`src/rtl/cache_arb_pkg.sv`:
```
// Shared types and line geometry for the cacheline port arbiter.
// Imported by cacheline_port_arbiter and cache_arb_perf.
package cache_arb_pkg;

    localparam int LINE_W   = 256;
    localparam int OFFSET_W = 5;

    typedef enum logic [1:0] {
        IDLE,
        BUSY,
        RESP
    } arb_state_t;

    typedef enum logic {
        ICACHE,
        DCACHE
    } arb_owner_t;

endpackage

```
`src/rtl/cache_arb_perf.sv`:
```
// Saturating grant/contention counters for the cacheline port arbiter.
// Instantiated only when CACHE_ARB_PERF_CNT_EN is defined.
module cache_arb_perf #(
    parameter int CNT_W = 32
) (
    input  logic             clk,
    input  logic             rst_n,
    input  logic             i_inc_i,
    input  logic             i_inc_d,
    input  logic             i_inc_cont,
    output logic [CNT_W-1:0] o_i_grants,
    output logic [CNT_W-1:0] o_d_grants,
    output logic [CNT_W-1:0] o_contention
);

    localparam logic [CNT_W-1:0] ONE = {{(CNT_W-1){1'b0}}, 1'b1};

    logic [CNT_W-1:0] r_i_grants;
    logic [CNT_W-1:0] r_d_grants;
    logic [CNT_W-1:0] r_contention;

    // Counters stick at all-ones rather than wrapping.
    function automatic logic [CNT_W-1:0] sat_inc(input logic [CNT_W-1:0] value,
                                                 input logic en);
        return (en && (value != '1)) ? value + ONE : value;
    endfunction

    always_ff @(posedge clk or negedge rst_n) begin
        if (!rst_n) begin
            r_i_grants   <= '0;
            r_d_grants   <= '0;
            r_contention <= '0;
        end else begin
            r_i_grants   <= sat_inc(r_i_grants, i_inc_i);
            r_d_grants   <= sat_inc(r_d_grants, i_inc_d);
            r_contention <= sat_inc(r_contention, i_inc_cont);
        end
    end

    assign o_i_grants   = r_i_grants;
    assign o_d_grants   = r_d_grants;
    assign o_contention = r_contention;

endmodule

```
`src/rtl/cacheline_port_arbiter.sv`:
```
// Round-robin arbiter sharing one cacheline memory port between L1 icache and dcache.
// Define CACHE_ARB_PERF_CNT_EN to add saturating grant/contention counter outputs.
module cacheline_port_arbiter #(
    parameter int ADDR_W   = 32,
    parameter int LINE_W   = cache_arb_pkg::LINE_W,
    parameter int OFFSET_W = cache_arb_pkg::OFFSET_W
`ifdef CACHE_ARB_PERF_CNT_EN
    ,
    parameter int CNT_W    = 32
`endif
) (
    input  logic              clk,
    input  logic              rst_n,
    input  logic              i_read,
    input  logic [ADDR_W-1:0] i_addr,
    output logic [LINE_W-1:0] i_rdata,
    output logic              i_resp,
    input  logic              d_read,
    input  logic              d_write,
    input  logic [ADDR_W-1:0] d_addr,
    input  logic [LINE_W-1:0] d_wdata,
    output logic [LINE_W-1:0] d_rdata,
    output logic              d_resp,
    output logic              mem_read,
    output logic              mem_write,
    output logic [ADDR_W-1:0] mem_addr,
    output logic [LINE_W-1:0] mem_wdata,
    input  logic [LINE_W-1:0] mem_rdata,
    input  logic              mem_resp
`ifdef CACHE_ARB_PERF_CNT_EN
    ,
    output logic [CNT_W-1:0]  perf_i_grants,
    output logic [CNT_W-1:0]  perf_d_grants,
    output logic [CNT_W-1:0]  perf_contention
`endif
);

    import cache_arb_pkg::*;

    arb_state_t r_state;
    arb_state_t w_next_state;
    arb_owner_t r_owner;
    arb_owner_t r_last_grant;
    arb_owner_t w_grant_owner;

    logic              w_i_req;
    logic              w_d_req;
    logic              w_grant;
    logic              w_grant_write;
    logic              w_done;
    logic [ADDR_W-1:0] w_grant_addr;

    logic              r_mem_read;
    logic              r_mem_write;
    logic [ADDR_W-1:0] r_mem_addr;
    logic [LINE_W-1:0] r_mem_wdata;
    logic [LINE_W-1:0] r_i_rdata;
    logic [LINE_W-1:0] r_d_rdata;
    logic              r_i_resp;
    logic              r_d_resp;

    // Offset bits never reach memory; the line address is forced aligned.
    logic w_unused_offset_bits;
    assign w_unused_offset_bits = ^{i_addr[OFFSET_W-1:0], d_addr[OFFSET_W-1:0]};

    assign w_i_req = i_read;
    assign w_d_req = d_read | d_write;

    always_ff @(posedge clk or negedge rst_n) begin
        if (!rst_n) begin
            r_state <= IDLE;
        end else begin
            // NOTE: sequential state uses non-blocking assignment so every flop samples pre-edge values.
            r_state <= w_next_state;
        end
    end

    always_comb begin
        // NOTE: every signal gets a default first, so no path can leave it unassigned and infer a latch.
        w_next_state  = r_state;
        w_grant       = 1'b0;
        w_grant_owner = ICACHE;
        case (r_state)
            IDLE: begin
                if (w_i_req && w_d_req) begin
                    w_grant       = 1'b1;
                    w_grant_owner = (r_last_grant == ICACHE) ? DCACHE : ICACHE;
                end else if (w_d_req) begin
                    w_grant       = 1'b1;
                    w_grant_owner = DCACHE;
                end else if (w_i_req) begin
                    w_grant       = 1'b1;
                    w_grant_owner = ICACHE;
                end
                if (w_grant) begin
                    w_next_state = BUSY;
                end
            end
            BUSY: begin
                if (mem_resp) begin
                    w_next_state = RESP;
                end
            end
            RESP:    w_next_state = IDLE;
            default: w_next_state = IDLE;
        endcase
    end

    // A dcache request with d_write set is a writeback even if d_read is also high.
    always_comb begin
        w_done        = (r_state == BUSY) && mem_resp;
        w_grant_write = (w_grant_owner == DCACHE) && d_write;
        w_grant_addr  = (w_grant_owner == DCACHE) ? d_addr : i_addr;
    end

    always_ff @(posedge clk or negedge rst_n) begin
        if (!rst_n) begin
            r_owner      <= ICACHE;
            r_last_grant <= ICACHE;
            r_mem_read   <= 1'b0;
            r_mem_write  <= 1'b0;
            r_mem_addr   <= '0;
            r_mem_wdata  <= '0;
            r_i_rdata    <= '0;
            r_d_rdata    <= '0;
            r_i_resp     <= 1'b0;
            r_d_resp     <= 1'b0;
        end else begin
            r_i_resp <= w_done && (r_owner == ICACHE);
            r_d_resp <= w_done && (r_owner == DCACHE);
            if (w_grant) begin
                r_owner      <= w_grant_owner;
                r_last_grant <= w_grant_owner;
                r_mem_read   <= !w_grant_write;
                r_mem_write  <= w_grant_write;
                r_mem_addr   <= {w_grant_addr[ADDR_W-1:OFFSET_W], {OFFSET_W{1'b0}}};
                if (w_grant_write) begin
                    r_mem_wdata <= d_wdata;
                end
            end
            if (w_done) begin
                r_mem_read  <= 1'b0;
                r_mem_write <= 1'b0;
                if (r_mem_read && (r_owner == ICACHE)) begin
                    r_i_rdata <= mem_rdata;
                end
                if (r_mem_read && (r_owner == DCACHE)) begin
                    r_d_rdata <= mem_rdata;
                end
            end
        end
    end

    assign mem_read  = r_mem_read;
    assign mem_write = r_mem_write;
    assign mem_addr  = r_mem_addr;
    assign mem_wdata = r_mem_wdata;
    assign i_rdata   = r_i_rdata;
    assign d_rdata   = r_d_rdata;
    assign i_resp    = r_i_resp;
    assign d_resp    = r_d_resp;

    // Simultaneous dcache read and write is a requester bug; the write is still served.
    a_dcache_rw_exclusive : assert property (@(posedge clk) disable iff (!rst_n)
        !(d_read && d_write))
        else $warning("cacheline_port_arbiter: d_read and d_write both high, write served");

`ifdef CACHE_ARB_PERF_CNT_EN
    logic w_contention;
    assign w_contention = ((r_state == IDLE) && w_i_req && w_d_req) ||
                          ((r_state == BUSY) && ((r_owner == ICACHE) ? w_d_req : w_i_req));

    cache_arb_perf #(
        .CNT_W (CNT_W)
    ) u_perf (
        .clk          (clk),
        .rst_n        (rst_n),
        .i_inc_i      (w_grant && (w_grant_owner == ICACHE)),
        .i_inc_d      (w_grant && (w_grant_owner == DCACHE)),
        .i_inc_cont   (w_contention),
        .o_i_grants   (perf_i_grants),
        .o_d_grants   (perf_d_grants),
        .o_contention (perf_contention)
    );
`endif

endmodule

```
`config.mk`:
```
export PLATFORM = sky130hd
export DESIGN_NAME = cacheline_port_arbiter
export DESIGN_NICKNAME = d
export VERILOG_FILES = /design/src/rtl/cache_arb_pkg.sv /design/src/rtl/cache_arb_perf.sv /design/src/rtl/cacheline_port_arbiter.sv
export SDC_FILE = /design/constraint.sdc
export NUM_CORES = 1
export LEC_CHECK = 0
export CAP_MARGIN = 20
export CORE_AREA = 10 10 530 532
export DETAILED_ROUTE_END_ITERATION = 10
export DIE_AREA = 0 0 540 542
export GPL_TIMING_DRIVEN = 1
export HOLD_SLACK_MARGIN = 0.02
export SLEW_MARGIN = 20
export SYNTH_ARGS = -nofsm -noshare
export SYNTH_HDL_FRONTEND = slang
export SYNTH_HIERARCHICAL = 1
export SYNTH_SLANG_ARGS = --single-unit
export TNS_END_PERCENT = 5
```
`constraint.sdc`:
```
create_clock -name clk -period 6.11 [get_ports clk]
set_clock_uncertainty 0.1 [all_clocks]
set_input_delay 1.222 -clock clk [delete_from_list [all_inputs] [get_ports clk]]
set_output_delay 1.222 -clock clk [all_outputs]
set_load 0.02 [all_outputs]
```
# Word-level counts from Yosys, hierarchy flattened
# Index checks and enable logic that the tools add are counted.
[word_totals]
ff_bits = 802
out_inout_bits = 804
[classes]
n_eq_ne = 3
muxes = 17
bitwise_logic = 2
reduce_logical = 14
[ops]
columns = ["operator", "count"]
rows = [
  ["$mux W32", 1],
  ["$mux W1", 13],
  ["$reduce_and A2 Y1", 4],
  ["$logic_and A1 B1 Y1", 7],
  ["$mux W2", 2],
  ["$pmux W2 S2", 1],
  ["$eq A2 B1 Y1 const B", 1],
  ["$logic_not A2 Y1", 1],
  ["$ne A2 B1 Y1 const B", 1],
  ["$ne A2 B2 Y1 const B", 1],
  ["$reduce_bool A2 Y1", 1],
  ["$logic_not A1 Y1", 1],
  ["$not A1 Y1", 1],
  ["$or A1 B1 Y1", 1],
]

# Depth between registers and ports, before layout
# Gate-level depths: netlist (run 1).
[logic_depth]
word_depth = 8
depth_mapped = 7

# Worst setup path after synthesis (run 1)
# OpenSTA, ideal clock, no wires.
[synth_timing]
kind = "input port to flip-flop"
start = "in i_read"
end = "reg r_mem_wdata[210] (netlist: mem_wdata[210])"
setup_time_ns = 0.127
arrival_ns = 2.484
slack_ns = 3.398
stages = 6
path_buffers = 3
cell_sequence = "a211oi_4 > and2_1 > buf_4 > buf_6 > buf_6 > mux2_1"
[synth_between]
elab_chain_cells = 6
[synth_lines]
columns = ["item", "line_no", "rtl"]
rows = [
  ["start, declared", "cacheline_port_arbiter.sv:14", "input logic i_read,"],
  ["$mux W1", "cacheline_port_arbiter.sv:91", "end else if (w_i_req) begin"],
  ["$mux W1", "cacheline_port_arbiter.sv:88", "end else if (w_d_req) begin"],
  ["$mux W1", "cacheline_port_arbiter.sv:85", "if (w_i_req && w_d_req) begin"],
  ["$mux W1 (2 in a row)", "cacheline_port_arbiter.sv:83", "case (r_state)"],
  ["$reduce_and A2 Y1 (no source line) (*)", "n/a", ""],
  ["end signal, assigned", "cacheline_port_arbiter.sv:138", "r_mem_wdata <= d_wdata;"],
  ["end, declared", "cacheline_port_arbiter.sv:56", "logic [LINE_W-1:0] r_mem_wdata;"],
]
# Mark *: on every way between the ends. The rest lies on a longest branch, timed or not. The select of a mux whose other input is x is not followed.
# A chain may end at the register's enable or synchronous reset.

# Worst setup path after layout (run 1)
[layout_timing]
start = "in i_read"
end = "reg r_mem_wdata[235] (netlist: mem_wdata[235])"
# The elaborated chain is that of the path after synthesis.

==> results of run 1 <==
## kinds of logic after synthesis
group / Yosys count
simple gates: 41
mux: 768
other cells: 1
flops: 802
buf+inv: 112
compound gates: 88
## cell type report
type	instances	area [um^2]
fillers	29034	218000
flip-flops and latches	802	20100
repair buffers	1405	14100
multi-input cells	902	9470
well taps	3570	4470
clock buffers	140	3080
clock inverters	58	736
diodes	34	85.1
inverters	2	7.51
## layout by cell type (no fill, tap or decap), drive strengths merged
master / n
a21boi: 1
o21a: 1
and2: 2
o21ai: 28
nor3: 2
inv: 18
nand3: 1
diode: 34
mux2: 768
a211oi: 1
clkinv: 21
nand4: 1
and2b: 1
buf: 36
bufinv: 12
and3: 1
conb: 5
a211o: 1
clkdlybuf4s50: 1369
clkinvlp: 9
a21oi: 28
o2bb2ai: 1
nor2: 3
dfrtp: 802
clkbuf: 140
or3: 1
nand3b: 27
a31oi: 27
nand2: 2
## routing by layer
metal | part of all wire (%) | GRT usage [%]
met4 | 2.8 | 3.43
met1 | 39 | 17.3
met2 | 45 | 24.2
met5 | 0.38 | 0
met3 | 13 | 8.66
## sequential cells by signal, indices dropped and copies added, names as in the netlist
name and count:
d_rdata 256, d_resp 1, i_rdata 256, i_resp 1
mem_addr 27, mem_read 1, mem_wdata 256, mem_write 1
r_last_grant 1, r_state 2
## worst min path at each step
stage                              start  slack (ns)  depth (start not counted)              to
after floorplan             r_last_grant        0.42                          2          i_resp
after global placement      i_rdata[208]        0.37                          1    i_rdata[208]
after detailed placement   mem_wdata[90]        0.37                          1   mem_wdata[90]
after CTS                          rst_n        0.37                          1    i_rdata[144]
after global routing         i_rdata[50]        0.40                          1     i_rdata[50]
final                     mem_wdata[183]        0.38                          1  mem_wdata[183]
## metrics by stage
step	hold slack (ns)	utilization [%]	area, um^2
floorplan	0.423	-	30300
global placement	0.367	17.8	48100
detailed placement	0.374	17.8	48100
CTS	0.370	19.2	52000
global route	0.397	19.2	52000
finish	0.382	19.3	52000
## where the power goes
| part | switching (mW) | total, mW | leakage, nW | internal (mW) |
|---|---|---|---|---|
| clock network | 2.72 | 6.81 | 1.86 | 4.09 |
| logic | 8.78 | 15.3 | 9.12 | 6.48 |
| registers | 1.45 | 9.45 | 9.62 | 7.99 |
==> flow_summary.yaml, run 1 <==
status:
  status: "finished clean"
clock_tree:
  path_clk_slew_ns: 0.06
  cts_sinks: 802
  h-tree-depth: 3
  cts_max_path_buffers: 4
  cts_resized: 0
  clock-root-buffer: "clkbuf_16"
  numCtsBuffers: 109
  clkLatencyLatePin_ns: 0.81
  post_cts_buffers: 0
  cts_tree: "done"
  hold_buffers: 0
grt:
  grt_pass1_vias: 24750
  grt_max_degree: 138
  grt_antenna_before_repair: 203
  overflow: 0
  grt_pass1_wl_um: 287000
  gr-usage-all-layers_pct: 15.1
synth:
  synthTopCellsByArea: "dfrtp_1, mux2_1, buf_8"
  synthAdderAreaFrac_pct: 0
  yosysTopAreaCellShare_pct: 66.2
  synth_seq_cells: 802
  synth-edff-count: 0
  ys.flop_type: "dfrtp_1"
  synth_area_mm2: 0.0303
  async_flop_share_pct: 100
  synthTopCellsByCount: "dfrtp_1, mux2_1, buf_2"
  avgSynthCellArea_um2: 16.7
  synth_xor_area_share_pct: 0
  synthSimpleGateAreaFrac_pct: 0.908
  yosysMostFrequentCell: "dfrtp_1"
  synth_warnings: 6
  synthCells: 1812
  yosysTopAreaCell: "dfrtp_1"
  synth_cell_types: 29
  synth_top_family_by_area: "multiplexers"
  seq_area_frac_synth_pct: 66.2
  synth-compound-area-share_pct: 1.66
  synthMuxAreaShare_pct: 28.5
routing:
  drt_wl_total_um: 230000
  route.vias.total: 22733
  dr.pass1.iters: 4
  drc: 0
  wl_per_cell_um: 33.2
  drt_iter0_drc: 1118
  viasPerCell: 3.29
  ant_nets: 0
pwr:
  p_leak_nw: 20.6
  power_mw: 31.5
  powerDensity_mw_per_mm2: 606
  vdd_drop_max_uv: 335
timing:
  worst_pin_slew_ns: 0.972
  setup_viol: 0
  final.setup.worst_slack_ns: 2.46
  slew_headroom_pct: 35.2
  timing.fmax_ghz: 0.274
  finalHoldViolations: 0
  fin_tns_setup_ns: 0
  slew_viol_final: 0
  fin_crit_ns: 3.65
  period_share_pct: 59.8
  rsz0062_at_grt: "false"
critical_path:
  timing.rr.start: "r_last_grant"
  r2r_cells: 5
  crit_chain: "clkdlybuf4s50_1, a211oi_4, buf_4, and2_4, buf_12, mux2_1"
  critPathMaxStageDelay_ns: 0.66
  cp_max_fo: 95
  path_buf_inv: 3
  slowest_stage: "clkdlybuf4s50_1"
  r2r_slack_ns: 3.16
  worstSetupStartpointType: "input port"
  critical_path_arrival_ns: 4.25
  path_depth: 6
  crit_end: "mem_wdata[235]"
  crit_start: "i_read"
  r2r_end: "mem_wdata[235]"
  crit_type: "input port to register"
  critPathRequiredTime_ns: 6.71
  critPathTopFamily: "buffers and inverters"
  crit_path_end_kind: "register"
place:
  gp_congestion: 0.891
  place_inst: 6681
  dpl.hpwl_um: 198000
  portBuffers: 1370
  pre_cts_slack_ns: 1.49
final_layout:
  stdcell_count: 6913
  layout-drive-gt1-share_pct: 7.65
  nets: 3804
  area_growth_pct: 71.7
floorplanning:
  dieArea_mm2: 0.293
  die_h_um: 542
  row_count: 191
  core_area_mm2: 0.270
  die_x_um: 540
  io-pin-count: 1386
  start_util_pct: 11.2
flow_run:
  max-cap-violations: 0
hold_path:
  min_path_type: "register to register"
Note: power is estimated with default switching activity, not from simulation.
==> run 2: changes to the inputs <==
clock period = 3.45 ns   (was 6.11 ns; I/O delays follow)
==> flow_summary.yaml, run 2 (same netlist as run 1, synthesis figures left out) <==
critical_path:
  r2r_slack_ns: 1.13
  critPathTopFamily: "buffers and inverters"
  worstSetupStartpointType: "register"
  critical_path_arrival_ns: 2.22
  critPathMaxStageDelay_ns: 1.05
  r2r_end: "d_rdata[138]"
  crit_type: "register to primary output"
  crit_chain: "clkdlybuf4s50_1"
  r2r_cells: 5
  timing.rr.start: "r_state[1]"
  cp_max_fo: 2
  critPathRequiredTime_ns: 2.66
  path_buf_inv: 1
  crit_path_end_kind: "primary output"
  slowest_stage: "clkdlybuf4s50_1"
routing:
  dr.pass1.iters: 4
  viasPerCell: 3.31
  drc: 0
  drt_iter0_drc: 1065
  ant_nets: 0
  wl_per_cell_um: 33.2
  route.vias.total: 23065
  drt_wl_total_um: 232000
final_layout:
  area_growth_pct: 73.0
  layout-drive-gt1-share_pct: 8.70
  final_common_cell: "clkdlybuf4s50_1"
  nets: 3858
  most-common-layout-cells: "clkdlybuf4s50_1, dfrtp_1, mux2_1"
clock_tree:
  cts_tree: "done"
  cts_max_path_buffers: 4
  cts_resized: 0
  post_cts_buffers: 0
  numCtsBuffers: 105
  clock-root-buffer: "clkbuf_16"
  path_clk_slew_ns: 0.06
  cts_sinks: 802
  clkLatencyLatePin_ns: 0.78
  h-tree-depth: 3
grt:
  gr-usage-all-layers_pct: 15.2
  overflow: 0
  grt_antenna_before_repair: 173
  grt_pass1_wl_um: 290000
  grt_max_degree: 90
  grt_pass1_vias: 24638
timing:
  slew_viol_final: 0
  fin_tns_setup_ns: 0
  finalHoldViolations: 0
  timing.fmax_ghz: 0.332
  slew_headroom_pct: 31.3
  period_share_pct: 87.4
  rsz0062_at_grt: "false"
  setup_viol: 0
  worst_pin_slew_ns: 1.03
  fin_crit_ns: 3.02
place:
  gp_congestion: 0.901
  dpl.hpwl_um: 201000
  portBuffers: 1370
floorplanning:
  start_util_pct: 11.2
  dieArea_mm2: 0.293
  row_count: 191
  io-pin-count: 1386
  die_x_um: 540
  core_area_mm2: 0.270
  die_h_um: 542
status:
  status: "finished clean"
pwr:
  power_mw: 55.6
  vdd_drop_max_uv: 594
  p_leak_nw: 20.8
  powerDensity_mw_per_mm2: 1060
flow_run:
  max-cap-violations: 0
hold_path:
  min_path_type: "input port to asynchronous set/reset pin"
run 2: cell count changes in the layout (fill, tap and decap cells not counted), moves of 5 or more:
cell / before / now
clkdlybuf4s50_1: 1369 / 1362
diode_2: 34 / 42
buf_12: 12 / 30
buf_4: 23 / 69
inv_6: 12 / 3
clkbuf_16: 110 / 105
clkbuf_1: 9 / 23
run 2: per-stage QoR:
step                util [%]  cells  hold WS [ns]  setup slack, ns  cell area, um^2
floorplan                  -   1816         0.294             1.27            30300
global placement        18.1   6738         0.367            0.408            48800
detailed placement      18.1   6738         0.374            0.365            48800
CTS                     19.4   6926         0.225            0.300            52300
global route            19.4   6927         0.259            0.321            52300
finish                  19.4   6968         0.296            0.435            52400
run 2: repair_timing:
action	CTS	global route
endpoints found under the hold margin	29	0
setup endpoints to repair	0	0
hold buffers	1	0
run 2: cell type report:
type | count | area, um^2
diodes | 42 | 105
clock buffers | 148 | 2990
clock inverters | 39 | 556
fillers | 29069 | 218000
inverters | 2 | 7.51
multi-input cells | 902 | 9470
flip-flops and latches | 802 | 20100
well taps | 3570 | 4470
repair buffers | 1463 | 14800
run 2: how the worst max path moves through the flow:
stage | startpoint | slack [ns] | depth (start not counted) | to
2_1_floorplan | i_read | 1.27 | 6 | mem_wdata[210]
3_3_place_gp | i_read | 0.41 | 5 | mem_wdata[182]
3_5_place_dp | i_read | 0.36 | 5 | mem_wdata[204]
4_1_cts | i_rdata[80] | 0.30 | 1 | i_rdata[80]
5_1_grt | i_rdata[28] | 0.32 | 1 | i_rdata[28]
6_report | d_rdata[31] | 0.44 | 1 | d_rdata[31]
run 2: power by group:
part	switching, mW	internal, mW
clock	4.60	6.79
sequential	2.65	14.2
combinational	15.8	11.7
run 2: metal layers:
layer  track usage (%)  wire (um)  part of all wire, %
met3              8.89      31600                   14
met2              24.5     105000                   45
met1              17.6      89800                   39
met5                 0        736                 0.32
met4              2.50       4400                  1.9
==> run 3: changes to the inputs <==
CORE_AREA = 10 10 537 539   (was 10 10 530 532)
DIE_AREA = 0 0 547 549   (was 0 0 540 542)
==> flow_summary.yaml, run 3 (same netlist as run 1, synthesis figures left out) <==
status:
  status: "finished clean"
flow_run:
  max-cap-violations: 0
grt:
  overflow: 0
  grt_max_degree: 88
  grt_pass1_vias: 24710
  grt_antenna_before_repair: 162
  gr-usage-all-layers_pct: 13.8
  grt_pass1_wl_um: 273000
final_layout:
  finish.instance_area_mm2: 0.0522
  area_growth_pct: 72.3
  layout-drive-gt1-share_pct: 8.14
  final_util_pct: 18.8
  nets: 3850
  stdcell_count: 7101
  final_common_cell: "clkdlybuf4s50_1"
  most-common-layout-cells: "clkdlybuf4s50_1, dfrtp_1, mux2_1"
timing:
  hold_slack_ns: 0.284
  slew_viol_final: 0
  slew_headroom_pct: 33.6
  timing.fmax_ghz: 0.328
  worst_pin_slew_ns: 0.996
  fin_crit_ns: 3.05
  setup_viol: 0
  fin_tns_setup_ns: 0
  period_share_pct: 88.4
  rsz0062_at_grt: "false"
  finalHoldViolations: 0
routing:
  ant_nets: 0
  route.vias.total: 22725
  drc: 0
  drt_iter0_drc: 1055
  dr.pass1.iters: 5
  viasPerCell: 3.20
  wl_per_cell_um: 30.4
  drt_wl_total_um: 216000
floorplanning:
  start_util_pct: 10.9
  row_count: 194
  die_x_um: 547
  core_area_mm2: 0.278
  dieArea_mm2: 0.300
  io-pin-count: 1386
  die_h_um: 549
critical_path:
  path_buf_inv: 1
  worstSetupStartpointType: "register"
  critPathMaxStageDelay_ns: 1.09
  slowest_stage: "clkdlybuf4s50_1"
  r2r_slack_ns: 0.87
  critPathRequiredTime_ns: 2.66
  critical_path_arrival_ns: 2.26
  crit_type: "register to primary output"
  cp_max_fo: 2
  crit_chain: "clkdlybuf4s50_1"
  crit_path_end_kind: "primary output"
  critPathTopFamily: "buffers and inverters"
place:
  post_dp_cell_area_mm2: 0.0489
  portBuffers: 1370
  dpl.hpwl_um: 188000
  place_inst: 6887
  gp_congestion: 0.933
clock_tree:
  path_clk_slew_ns: 0.06
  cts_max_path_buffers: 4
  cts_tree: "done"
  h-tree-depth: 3
  numCtsBuffers: 102
  clkLatencyLatePin_ns: 0.78
  cts_resized: 0
  cts_sinks: 802
  clock-root-buffer: "clkbuf_16"
hold_path:
  min_path_type: "input port to asynchronous set/reset pin"
pwr:
  powerDensity_mw_per_mm2: 1050
  p_leak_nw: 20.6
  vdd_drop_max_uv: 570
-- run 3: changes by cell type in the layout (fill, tap and decap cells not counted), sizes merged --
cell / change
buf: -6
clkdlybuf4s50: +1
clkinvlp: +4
clkbuf: -4
bufinv: -6
clkinv: -7
inv: +3
diode: -6
-- run 3: repair_timing --
action	4_1_cts	5_1_grt
endpoints found under the hold margin	59	0
buffers inserted	0	0
hold buffers	1	0
-- run 3: cell type report --
type,count,area [um^2]
sequential,802,20100
tap,3724,4660
inverter,2,7.51
antenna,36,90.1
clock buffer,144,2860
clock inverter,33,365
fill,30123,226000
multi-input combinational,902,9470
timing repair buffer,1458,14700
-- run 3: per-layer routing --
metal | up-vias | part of all wire (%) | global-route usage [%]
met4 | 110 | 2.5 | 3.12
li1 | 9418 | - | -
met3 | 348 | 14 | 8.13
met1 | 11524 | 39 | 15.8
met5 | - | 0.34 | 0
met2 | 1325 | 45 | 21.9
-- run 3: final timing paths --
check,startpoint,to,cells past startpoint
worst max register to register,r_state[1],d_rdata[5],5
max in group asynchronous,rst_n,i_rdata[75],4
worst max-delay path,mem_addr[25],mem_addr[25],1
min in group clk,d_wdata[152],mem_wdata[152],2
worst min-delay path,rst_n,mem_wdata[34],2
worst min register to register,i_rdata[219],i_rdata[219],1
-- run 3: power by group --
group | leakage (nW) | switching (mW) | internal (mW)
Clock | 1.55 | 4.47 | 6.08
Combinational | 9.44 | 15.7 | 11.6
Sequential | 9.62 | 2.71 | 14.2
Total | 20.6 | 22.8 | 31.9
-- run 3: per-stage QoR --
stage	setup WS, ns	total power, mW
2_1_floorplan	1.27	27.3
3_3_place_gp	0.387	44.8
3_5_place_dp	0.385	45.1
4_1_cts	0.238	56.1
5_1_grt	0.261	57.4
6_report	0.400	54.7
